**src/rtl/wb_sideband_pipe.sv**
```systemverilog
// EX->WB delay line for side-channel write-back results: NCH independent channels of DEPTH
// stages with stall, flush, per-channel in-flight counts and a youngest-value bypass.
module wb_sideband_pipe #(
  parameter  int NCH   = 4,
  parameter  int W     = 32,
  parameter  int DEPTH = 2,
  localparam int CW    = $clog2(DEPTH + 1)
) (
  input  logic              clk,
  input  logic              reset,
  input  logic              stall,
  input  logic              flush,
  input  logic [NCH*W-1:0]  in_data,
  input  logic [NCH-1:0]    in_we,
  output logic [NCH*W-1:0]  wb_data,
  output logic [NCH-1:0]    wb_we,
  output logic [NCH-1:0]    byp_valid,
  output logic [NCH*W-1:0]  byp_data,
  output logic [NCH*CW-1:0] pending
);

  if (DEPTH < 1 || NCH < 1 || W < 1) begin : g_param_check
    $error("wb_sideband_pipe: NCH, W and DEPTH must all be >= 1");
  end

  // Stage 0 is the youngest; stage DEPTH-1 feeds write-back.
  logic [NCH*W-1:0] data_q [DEPTH];
  logic [NCH*W-1:0] data_d [DEPTH];
  logic [NCH-1:0]   we_q   [DEPTH];
  logic [NCH-1:0]   we_d   [DEPTH];

  // NOTE: every variable gets its hold value first, so no path through this block infers a latch.
  always_comb begin
    for (int k = 0; k < DEPTH; k++) begin
      data_d[k] = data_q[k];
      we_d[k]   = we_q[k];
    end
    if (flush) begin
      // Flush cancels writes but leaves data alone; it also wins over stall.
      for (int k = 0; k < DEPTH; k++) we_d[k] = '0;
    end else if (!stall) begin
      data_d[0] = in_data;
      we_d[0]   = in_we;
      for (int k = 1; k < DEPTH; k++) begin
        data_d[k] = data_q[k-1];
        we_d[k]   = we_q[k-1];
      end
    end
  end

  // NOTE: state is written with non-blocking assignments so every stage samples the pre-edge
  // value of its neighbour. The data stages are reset too (not left as an unreset array)
  // because wb_data and byp_data must read zero straight out of reset.
  always_ff @(posedge clk or posedge reset) begin
    if (reset) begin
      for (int k = 0; k < DEPTH; k++) begin
        data_q[k] <= '0;
        we_q[k]   <= '0;
      end
    end else begin
      for (int k = 0; k < DEPTH; k++) begin
        data_q[k] <= data_d[k];
        we_q[k]   <= we_d[k];
      end
    end
  end

  // A stalled final stage is held, not written, so its strobe is masked until stall drops.
  assign wb_data = data_q[DEPTH-1];
  assign wb_we   = we_q[DEPTH-1] & ~{NCH{stall}};

  always_comb begin
    pending   = '0;
    byp_valid = '0;
    byp_data  = '0;
    for (int i = 0; i < NCH; i++) begin
      // Walk oldest to youngest so the youngest valid stage is the last to overwrite.
      for (int k = DEPTH - 1; k >= 0; k--) begin
        pending[i*CW +: CW] = pending[i*CW +: CW] + CW'(we_q[k][i]);
        if (we_q[k][i]) begin
          byp_valid[i]       = 1'b1;
          byp_data[i*W +: W] = data_q[k][i*W +: W];
        end
      end
    end
  end

endmodule

```
**config.mk**
```make
export PLATFORM = sky130hd
export DESIGN_NAME = wb_sideband_pipe
export DESIGN_NICKNAME = d
export VERILOG_FILES = /design/src/rtl/wb_sideband_pipe.sv
export SDC_FILE = /design/constraint.sdc
export NUM_CORES = 1
export LEC_CHECK = 0
export ABC_CLOCK_PERIOD_IN_PS = 12300
export CAP_MARGIN = 15
export CORE_MARGIN = 2
export CORE_UTILIZATION = 45
export DETAILED_ROUTE_END_ITERATION = 6
export PLACE_DENSITY = 0.78
export SLEW_MARGIN = 40
export SYNTH_ARGS = -nofsm -noshare
export SYNTH_HDL_FRONTEND = slang
export SYNTH_SLANG_ARGS = --single-unit
```
**constraint.sdc**
```tcl
create_clock -name clk -period 12.3 [get_ports clk]
set_input_delay 2.46 -clock clk [delete_from_list [all_inputs] [get_ports clk]]
set_output_delay 2.46 -clock clk [all_outputs]
set_load 0.005 [all_outputs]
```
==> results summary <==
The setup clock skew after layout came out at between 0.007 and 0.008 ns. The clock transition time at the flip-flop clock pins of the worst setup and hold paths came out at 0.06 ns. The layout net count is around 1.4k. Counting stages on the worst path, the most repeated cell is sky130_fd_sc_hd__clkdlybuf4s50_1. The commonest cells after synthesis are sky130_fd_sc_hd__dfrtp_1, sky130_fd_sc_hd__mux2_1, sky130_fd_sc_hd__buf_4. The biggest area contributor in the post-synthesis netlist is sky130_fd_sc_hd__dfrtp_1. The via count of the first global-routing pass came to ~8.6k. The top fanout value on the critical path came out at 13. Grouping stages by cell kind, the critical path spends the most delay in buffers and inverters. The data arrival at the endpoint of the critical path is ~3.8 ns. Headroom to the max-slew limit came out at 45.69%. Sorting the synthesized cells by area gives the leading types as sky130_fd_sc_hd__dfrtp_1, sky130_fd_sc_hd__mux2_1, sky130_fd_sc_hd__mux2_4. The area growth from synthesis to final layout came out at 32.86%. For this run, the leading register cell type out of synthesis is sky130_fd_sc_hd__dfrtp_1.

Based on the critical path, the design can be clocked at up to between 150 and 200 MHz. For the finished layout, the period the worst path requires is approximately 6.3 ns. The combined global-route utilization of all metal layers is between 20% and 30%. The routed design has roughly 31 mm of wire.

The first global-routing pass estimated around 49 mm of wire. The maximum number of buffers from clock root to sink came out at 3. The delay of the slowest critical-path stage is about 0.53 ns. The I/O pin count is roughly 400. The final count of hold timing violations is 0. The iteration-0 DRC count of the detailed router is 356.

The per-instance average area after synthesis came out at 12.95 um2. The area of the placeable core is 28550 um2. The number of synthesized flops with an enable pin is 0. The launch point of the worst reg-to-reg path is we_q[7]. Traced cell by cell, the critical path runs through clkdlybuf4s50_1 > buf_4 > nor2_1 > clkdlybuf4s50_1. Entering global routing, the biggest net connects between 100 and 150 pins.

Measured along the x axis, the die boundary spans ~170 um. The number of distinct standard cells referenced by the synthesized netlist is 19. The critical path is of the in -> out type. The number of hold-repair buffers added at the cts stage is 0. The total half-perimeter wirelength after legalization and detailed placement is between 20 and 25 mm. The clock latency on the worst-skew pair came out at ~0.55 ns.

The tool flagged a number of max-cap violations equal to 0. Summing every instance area after synthesis gives 12960 um2. The initial antenna violation count was 1. The leakage component of the power is about 0.0072 uW. The initial utilization of the core area, before any placement, comes to 45.41%.

The area share of the largest cell type after synthesis came out at slightly above 50%. The startpoint of the lowest-slack hold path is data_q[204]. Routability-driven placement finished with a final weighted congestion of between 0.7 and 0.8.

OpenSTA, run right after detailed placement, puts the worst setup slack at ~6 ns. The total via count after detailed routing came out at 8375. The post-route worst setup slack is between 6 and 7 ns.

For this run, design rule violations remaining after detail routing come to 0. The final max-slew violation count came out at 0. STA classifies the critical path startpoint as an input port. The final setup violation count came out at 0. The cell with the most instances after synthesis is sky130_fd_sc_hd__dfrtp_1. The clock sink count is 264. The critical path launch point is stall. The number of detailed-routing iterations run before antenna repair came out at 6. The synthesized netlist cell count is approximately 1.0k. The floorplan die area is between 30000 and 40000 um2.

Using the TritonRoute via totals, the vias-per-cell ratio works out to 5.027. The number of buffers created by CTS is 30. The average wire length per cell after detail routing came out at roughly 19 um. For this run, asynchronously set or reset flops after synthesis account for 100.0%.

The part of the Yosys area used for sequential elements came out at roughly half. The slew at the pin closest to its max-slew limit came out at roughly 0.81 ns. Across the VDD grid, the largest voltage drop is approximately 98 uV. The worst hold path class is reg -> reg. During synthesis, Yosys emitted a total of 0 warnings. The post-CTS resize count came out at 0. Summed over all layers, the global routing overflow is 0.

The post-synth net total is between 1k and 1.5k. The period utilization came out at about half. Once detail routing completed, the nets flagged for antenna violations numbered 0. The power density over cell area came out at approximately 160 nW/um2. STA classifies the critical path endpoint as an output pin. The number of rows in the core area is 62. In the final layout, the share of cells above drive strength 1 is roughly 14%.

Clock tree synthesis selected as its root buffer the cell sky130_fd_sc_hd__clkbuf_16. The flow ran to the end, and the final reports show no timing, DRC or antenna violations. The TritonCTS clock tree is built.

Once the clock tree was built, the setup fixing pass inserted 0 buffers. The slowest stage of the critical path is the sky130_fd_sc_hd__clkdlybuf4s50_1 cell. The setup TNS came out at 0 ns. The number of buffer and inverter stages on the critical path is 3. CTS built an H-tree with a depth of 1.

At the worst endpoint, the required time is about 10 ns. The synthesis-stage register bit count is 264. The total of buffers placed on input and output ports is approximately 410.

The height of the chip came out at roughly 170 um. Setup repair after global routing left no endpoint under its margin.
[per-layer routing]
layer	up-vias	global-route usage, %	share of wire, %
met5	-	0	0
met4	0	7.598	3.9
met3	72	4.912	6.8
met2	292	34.06	48
met1	4179	25.42	42
li1	3832	-	-
[layout by cell type (no fill, tap or decap)]
cell	instances
sky130_fd_sc_hd__clkdlybuf4s50_1	407
sky130_fd_sc_hd__dfrtp_1	263
sky130_fd_sc_hd__mux2_1	140
sky130_fd_sc_hd__nand2_1	114
sky130_fd_sc_hd__mux2_4	100
sky130_fd_sc_hd__a22o_1	71
sky130_fd_sc_hd__o21ai_0	57
sky130_fd_sc_hd__clkbuf_16	31
sky130_fd_sc_hd__mux2_2	16
sky130_fd_sc_hd__inv_1	12
sky130_fd_sc_hd__nor2_1	12
sky130_fd_sc_hd__mux2i_1	8
sky130_fd_sc_hd__ha_1	8
sky130_fd_sc_hd__clkbuf_1	8
sky130_fd_sc_hd__buf_4	8
sky130_fd_sc_hd__clkbuf_8	7
sky130_fd_sc_hd__buf_6	6
sky130_fd_sc_hd__bufinv_16	3
sky130_fd_sc_hd__clkinv_2	3
sky130_fd_sc_hd__nor2b_2	2
sky130_fd_sc_hd__diode_2	1
sky130_fd_sc_hd__nor2_4	1
sky130_fd_sc_hd__nor2b_1	1
sky130_fd_sc_hd__inv_12	1
sky130_fd_sc_hd__clkinvlp_4	1
sky130_fd_sc_hd__dfrtp_4	1
[final timing paths]
| path | depth (start not counted) | slack [ns] | endpoint |
|---|---|---|---|
| worst min register to register | 1 | 0.50 | wb_data[76] |
| worst max register to register | 2 | 11.12 | we_q[7] |
| min in group asynchronous | 2 | 2.48 | wb_data[93] |
| worst max-delay path | 4 | 6.03 | wb_we[0] |
| worst min-delay path | 1 | 0.50 | wb_data[76] |
| max in group asynchronous | 3 | 8.61 | we_q[7] |
[metrics by stage]
step	utilization, %	cell area [um2]	std cells	hold WS (ns)	power, uW
after CTS	60.30	17210	1665	0.5061	2750
after floorplan	-	12960	1001	0.4754	1564
after detailed placement	56.75	16200	1612	0.4968	1822
after global placement	56.67	16180	1612	0.4852	1800
final	60.33	17220	1666	0.5020	2717
after global routing	60.33	17220	1666	0.5289	2843
[report_power, final]
group	leakage (uW)	internal [uW]	total [uW]	switching, uW
clock network	0.000496	562	909	347
registers	0.00312	1040	1170	136
logic	0.00360	434	636	201
total	0.00721	2030	2720	685
[flip-flops by register name, indices dropped and copies added, names as in the netlist]
| name | count |
|---|---|
| data_q | 128 |
| wb_data | 128 |
| we_q | 8 |
[layout make-up]
| class | instances | area, um2 |
|---|---|---|
| Fill cell | 2308 | 11320 |
| Sequential cell | 264 | 6610 |
| Multi-Input combinational cell | 530 | 4853 |
| Timing Repair Buffer | 421 | 4202 |
| Clock buffer | 46 | 902.1 |
| Tap cell | 384 | 480.5 |
| Clock inverter | 7 | 112.6 |
| Inverter | 13 | 61.31 |
| Antenna cell | 1 | 2.502 |
[kinds of logic (layout without fill, tap and decap cells)]
family          Yosys count  count (layout)  share of synthesized area, %
mux                     264             264                         25.75
flops                   264             264                         50.96
buf+inv                 207             487                         11.64
simple gates            130             130                         3.880
compound gates          128             128                         6.997
fa+ha+maj                 8               8                        0.7722
other cells               0               1                             0
Power figures use the tool's default switching activity.
